[config.mk]
export PLATFORM = sky130hd
export DESIGN_NAME = pb_intr_ctrl
export DESIGN_NICKNAME = d
export VERILOG_FILES = /design/src/rtl/pb_intr_ctrl.sv
export SDC_FILE = /design/constraint.sdc
export NUM_CORES = 1
export LEC_CHECK = 0
export CAP_MARGIN = 15
export CORE_ASPECT_RATIO = 1.25
export CORE_UTILIZATION = 38
export CTS_BUF_LIST = sky130_fd_sc_hd__clkbuf_4 sky130_fd_sc_hd__clkbuf_8
export CTS_CLUSTER_DIAMETER = 200
export DETAILED_ROUTE_END_ITERATION = 10
export SLEW_MARGIN = 20
export SYNTH_ARGS = -nofsm -noshare
export SYNTH_HDL_FRONTEND = slang
export SYNTH_SLANG_ARGS = --single-unit
[constraint.sdc]
create_clock -name sysclk -period 2.4 [get_ports sysclk]
set_input_delay 0.36 -clock sysclk [delete_from_list [all_inputs] [get_ports sysclk]]
set_output_delay 0.36 -clock sysclk [all_outputs]
set_load 0.05 [all_outputs]
[src/rtl/pb_intr_ctrl.sv]
`default_nettype none
// ============================================================================
//  Module      : pb_intr_ctrl
//  Description : Interrupt controller for the kcpsm6 single interrupt line.
//                Merges three external edge sources and a periodic timer into
//                one interrupt/interrupt_ack handshake. Each source has a
//                pending latch and a mask bit. Fixed priority: lowest index
//                wins. An EOI write ends each service.
//  Revision    : 1.0 - initial release
// ============================================================================
module pb_intr_ctrl #(
    parameter int SIMULATE      = 0,
    parameter int TIMER_DIV     = 5000000,
    parameter int TIMER_DIV_SIM = 50
) (
    input  logic       sysclk,
    input  logic       sysreset_n,
    input  logic [2:0] irq_src,
    input  logic       cfg_wr,
    input  logic [1:0] cfg_addr,
    input  logic [7:0] cfg_data,
    output logic       interrupt,
    input  logic       interrupt_ack,
    output logic [7:0] int_cause,
    output logic [3:0] int_mask,
    output logic       timer_tick
);

    localparam int DIV = (SIMULATE != 0) ? TIMER_DIV_SIM : TIMER_DIV;
    localparam int CW  = (DIV > 2) ? $clog2(DIV) : 1;
    localparam logic [CW-1:0] LAST = CW'(DIV - 1);

    localparam logic [1:0] ADDR_MASK    = 2'd0;
    localparam logic [1:0] ADDR_CLRPEND = 2'd1;
    localparam logic [1:0] ADDR_CTRL    = 2'd2;
    localparam logic [1:0] ADDR_EOI     = 2'd3;

    typedef enum logic [1:0] {
        IDLE    = 2'd0,
        ASSERT  = 2'd1,
        SERVICE = 2'd2
    } state_t;

    state_t        state;
    logic [2:0]    src_prev;
    logic [3:0]    pending;
    logic [3:0]    mask;
    logic          timer_en;
    logic [CW-1:0] tcount;
    logic [1:0]    id;
    logic          busy;

    logic          wr_mask;
    logic          wr_clr;
    logic          wr_ctrl;
    logic          wr_eoi;
    logic          restart;
    logic          wrap;
    logic          ack_take;
    logic [3:0]    clr_bits;
    logic [3:0]    set_bits;
    logic [3:0]    pend_next;
    logic [3:0]    req;
    logic [1:0]    prio_id;
    logic          unused_cfg_bits;

    assign wr_mask  = cfg_wr && (cfg_addr == ADDR_MASK);
    assign wr_clr   = cfg_wr && (cfg_addr == ADDR_CLRPEND);
    assign wr_ctrl  = cfg_wr && (cfg_addr == ADDR_CTRL);
    assign wr_eoi   = cfg_wr && (cfg_addr == ADDR_EOI);

    // A counter restart takes precedence over a wrap in the same cycle, so a
    // restart never produces a tick of its own.
    assign restart  = wr_ctrl && cfg_data[1];
    assign wrap     = timer_en && !restart && (tcount == LAST);

    assign ack_take = (state == ASSERT) && interrupt_ack;
    assign clr_bits = (wr_clr ? cfg_data[3:0] : 4'h0)
                    | (ack_take ? (4'b0001 << id) : 4'h0);
    assign set_bits = {wrap, irq_src & ~src_prev};
    // Set wins over clear when both hit the same bit in one cycle.
    assign pend_next = (pending & ~clr_bits) | set_bits;

    assign req = pending & mask;

    assign int_cause = {busy, 1'b0, id, pending};
    assign int_mask  = mask;

    assign unused_cfg_bits = ^cfg_data[7:4];

    // Fixed priority encoder: source 0 is the most urgent.
    always_comb begin
        prio_id = 2'd3;
        if (req[0]) begin
            prio_id = 2'd0;
        end else if (req[1]) begin
            prio_id = 2'd1;
        end else if (req[2]) begin
            prio_id = 2'd2;
        end
    end

    // Edge detection, pending latches, mask and timer control registers.
    always_ff @(posedge sysclk or negedge sysreset_n) begin
        if (!sysreset_n) begin
            src_prev <= 3'b000;
            pending  <= 4'h0;
            mask     <= 4'h0;
            timer_en <= 1'b0;
        end else begin
            src_prev <= irq_src;
            pending  <= pend_next;
            if (wr_mask) begin
                mask <= cfg_data[3:0];
            end
            if (wr_ctrl) begin
                timer_en <= cfg_data[0];
            end
        end
    end

    // Periodic timer: counts 0..DIV-1 while enabled and pulses on wrap.
    always_ff @(posedge sysclk or negedge sysreset_n) begin
        if (!sysreset_n) begin
            tcount     <= '0;
            timer_tick <= 1'b0;
        end else begin
            timer_tick <= wrap;
            if (restart || wrap) begin
                tcount <= '0;
            end else if (timer_en) begin
                tcount <= tcount + CW'(1);
            end
        end
    end

    // Service handshake: request -> ack -> EOI, with registered outputs.
    always_ff @(posedge sysclk or negedge sysreset_n) begin
        if (!sysreset_n) begin
            state     <= IDLE;
            interrupt <= 1'b0;
            id        <= 2'd0;
            busy      <= 1'b0;
        end else begin
            case (state)
                IDLE: begin
                    if (req != 4'h0) begin
                        id        <= prio_id;
                        interrupt <= 1'b1;
                        busy      <= 1'b1;
                        state     <= ASSERT;
                    end
                end
                ASSERT: begin
                    if (interrupt_ack) begin
                        interrupt <= 1'b0;
                        state     <= SERVICE;
                    end
                end
                SERVICE: begin
                    if (wr_eoi) begin
                        busy  <= 1'b0;
                        state <= IDLE;
                    end
                end
                default: begin
                    interrupt <= 1'b0;
                    busy      <= 1'b0;
                    state     <= IDLE;
                end
            endcase
        end
    end

endmodule
`default_nettype wire

==> impl_metrics.json <==
{
  "layout.nets": 247,
  "maxSlewViolCount": 0,
  "cts.path.max_buffers": 2,
  "cp_slowest_cell": "or4_4",
  "hpwl_um": 2820,
  "timing.fmax_mhz": 479,
  "synth_fa_ha_area_frac": 0.00622,
  "core_region_area_sq_mm": 0.00508,
  "grt-ovfl-total": 0,
  "grt_max_degree": 43,
  "synth-seq-area-share": 0.523,
  "clk_pin_slew_ns": 0.08,
  "num_rows": 29,
  "yosysUniqueCellTypes": 40,
  "synth_area_sq_mm": 0.00201,
  "power_density_mw_per_mm2": 997,
  "ys_seq_elements": 42,
  "drtIter0Drc": 62,
  "antenna_found_initial": 0,
  "drc": 0,
  "required_ns": 2.62,
  "yosys.area_share.simple": 0.227,
  "hold_viol": 0,
  "insertion_delay_ns": 0.29,
  "vias": 1517,
  "yosysWarnings": 0,
  "synth_ff_type": "dfrtp_1",
  "leakagePower_nw": 1.02,
  "avgRoutedWirePerCell_um": 13.8,
  "max_stage_delay_ns": 0.61,
  "cp-start-kind": "register",
  "start_util": 0.396,
  "synth_top_family_by_area": "simple AND/OR/NAND/NOR gates",
  "area_growth_pct": 22.0,
  "ir_worst_vdd_mv": 0.397,
  "final-setup-viol-count": 0,
  "maxCapViolations": 0,
  "grt_usage": 0.165,
  "vias_per_cell": 5.20,
  "holdBufCountCts": 0,
  "mostFrequentLayoutCell": "dfrtp_1",
  "cts_max_level": 2,
  "die_y_um": 83.3,
  "wl_um": 4030,
  "io_pins": 31,
  "timing.setup.tns_ns": 0,
  "syn-num-nets": 219,
  "end_kind": "register",
  "synth_xor_area_frac": 0.0479,
  "status": "complete, no violations",
  "synth.area.mux_share": 0.0380,
  "syn_area_per_cell_sq_um": 10.0,
  "numCtsBuffers": 5,
  "relSlewSlack": 0.652,
  "drive_gt1_frac": 0.113,
  "worst_slew_pin_slew_ns": 0.517,
  "grt_pass1_vias": 1433,
  "post-route-period-util": 0.870,
  "path_class": "register to register",
  "post-route-min-period_ns": 2.09,
  "final_cell_mix": "dfrtp_1, clkdlybuf4s50_1, nand2_1",
  "cts-resized-gates": 0,
  "postCtsSetupBuffers": 0,
  "die-area_sq_mm": 0.00559,
  "critPathArrivalTime_ns": 2.31,
  "final_cells": 292,
  "cts_sinks": 42,
  "rsz0062_at_grt": "no",
  "path_buf_inv": 0,
  "crit_path_cell_trace": "ha_1, nand2_1, or4_4, or4_1, a21oi_1",
  "finClkSkew_ns": 0.00392,
  "cts_root_buf": "clkbuf_8",
  "place_congestion": 0.809,
  "cts_tree": "done",
  "syn_inst": 201,
  "async_flop_share": 1.00,
  "crit_fanout": 11,
  "synth_compound_area_frac": 0.117,
  "cp_top_family": "simple AND/OR/NAND/NOR gates",
  "antennaDiodeCount": 0,
  "die_x_um": 67.1,
  "fin_util": 0.483,
  "dr.pass1.iters": 4,
  "port_buffers": 25,
  "antenna_left": 0,
  "dp.cells": 284,
  "hp-class": "primary input to async pin",
  "grt_pass1_wl_um": 6930,
  "synth_edf_count": 0
}
state kept, by name (all words and copies together) (netlist names):
register and cells:
busy 1, id 2, int_mask 4, interrupt 1
pending 4, src_prev 3, state 2, tcount 23
timer_en 1, timer_tick 1
cells in the mapped netlist, types with 2 or more instances:
cell | instances | area [sq um]
nand3_1 | 7 | 35.0
clkbuf_1 | 3 | 11.3
mux2i_1 | 2 | 20.0
nor2b_1 | 2 | 12.5
a31o_2 | 2 | 17.5
o31ai_1 | 2 | 15.0
and3_1 | 2 | 12.5
xnor2_1 | 8 | 70.1
nand4_1 | 8 | 50.1
a21oi_1 | 11 | 55.1
or3_1 | 7 | 43.8
mux2_2 | 5 | 56.3
or4_4 | 2 | 22.5
o21ai_0 | 13 | 65.1
inv_1 | 9 | 33.8
nor3_1 | 3 | 15.0
o21a_1 | 2 | 15.0
nor4_1 | 3 | 18.8
buf_4 | 3 | 22.5
or4_1 | 3 | 22.5
xor2_1 | 3 | 26.3
nand2_1 | 21 | 78.8
dfrtp_1 | 42 | 1050
nor2_1 | 19 | 71.3
or3_2 | 2 | 15.0
o311ai_0 | 3 | 26.3
through the flow:
step           cell area [sq um]  hold slack, ns  setup WS (ns)  power [W]
3_3_place_gp                2310           0.403          0.352    0.00177
4_1_cts                     2450           0.142          0.295    0.00248
5_1_grt                     2450           0.164          0.201    0.00260
2_1_floorplan               2010          0.0644          0.407    0.00152
6_report                    2450           0.122          0.313    0.00245
3_5_place_dp                2310           0.412          0.325    0.00178
cell families (layout without fill, tap and decap cells):
family / after synthesis / count (layout)
adder cells (fa/ha/maj): 1 / 1
multiplexers: 7 / 7
buffers and inverters: 16 / 45
XOR/XNOR: 11 / 11
AND/OR/NAND/NOR: 85 / 85
other: 1 / 1
flip-flops: 42 / 42
AO/OA/AOI/OAI: 38 / 38
metal layers:
metal / vias to the layer above / part of all wire / track usage
met5: - / 0 / 0
met4: 0 / 0.018 / 0.0754
met3: 4 / 0.022 / 0.0371
met2: 20 / 0.49 / 0.252
met1: 722 / 0.47 / 0.219
li1: 771 / - / -
area by class of cell:
cell class | instances | area, sq um
fillers | 480 | 2630
flip-flops and latches | 42 | 1050
multi-input cells | 143 | 881
repair buffers | 28 | 268
clock buffers | 6 | 82.6
well taps | 62 | 77.6
clock inverters | 2 | 60.1
inverters | 9 | 33.8
power by group:
group | internal [W] | switching (W) | leakage (nW) | total (W)
clock network | 0.000444 | 0.000243 | 0.0714 | 0.000687
registers | 0.000856 | 0.000166 | 0.534 | 0.00102
logic | 0.000287 | 0.000450 | 0.413 | 0.000737
worst paths after layout:
path | from | endpoint | slack [ns] | cells past startpoint
max in group asynchronous | sysreset_n | tcount[15] | 1.91 | 2
min in group sysclk | src_prev[0] | pending[0] | 0.42 | 1
hold / removal | sysreset_n | src_prev[2] | 0.12 | 2
setup / recovery | tcount[0] | tcount[22] | 0.31 | 5
setup reg to reg | tcount[0] | tcount[22] | 0.31 | 5
hold reg to reg | src_prev[0] | pending[0] | 0.42 | 1
Note: power is estimated with default switching activity, not from simulation.
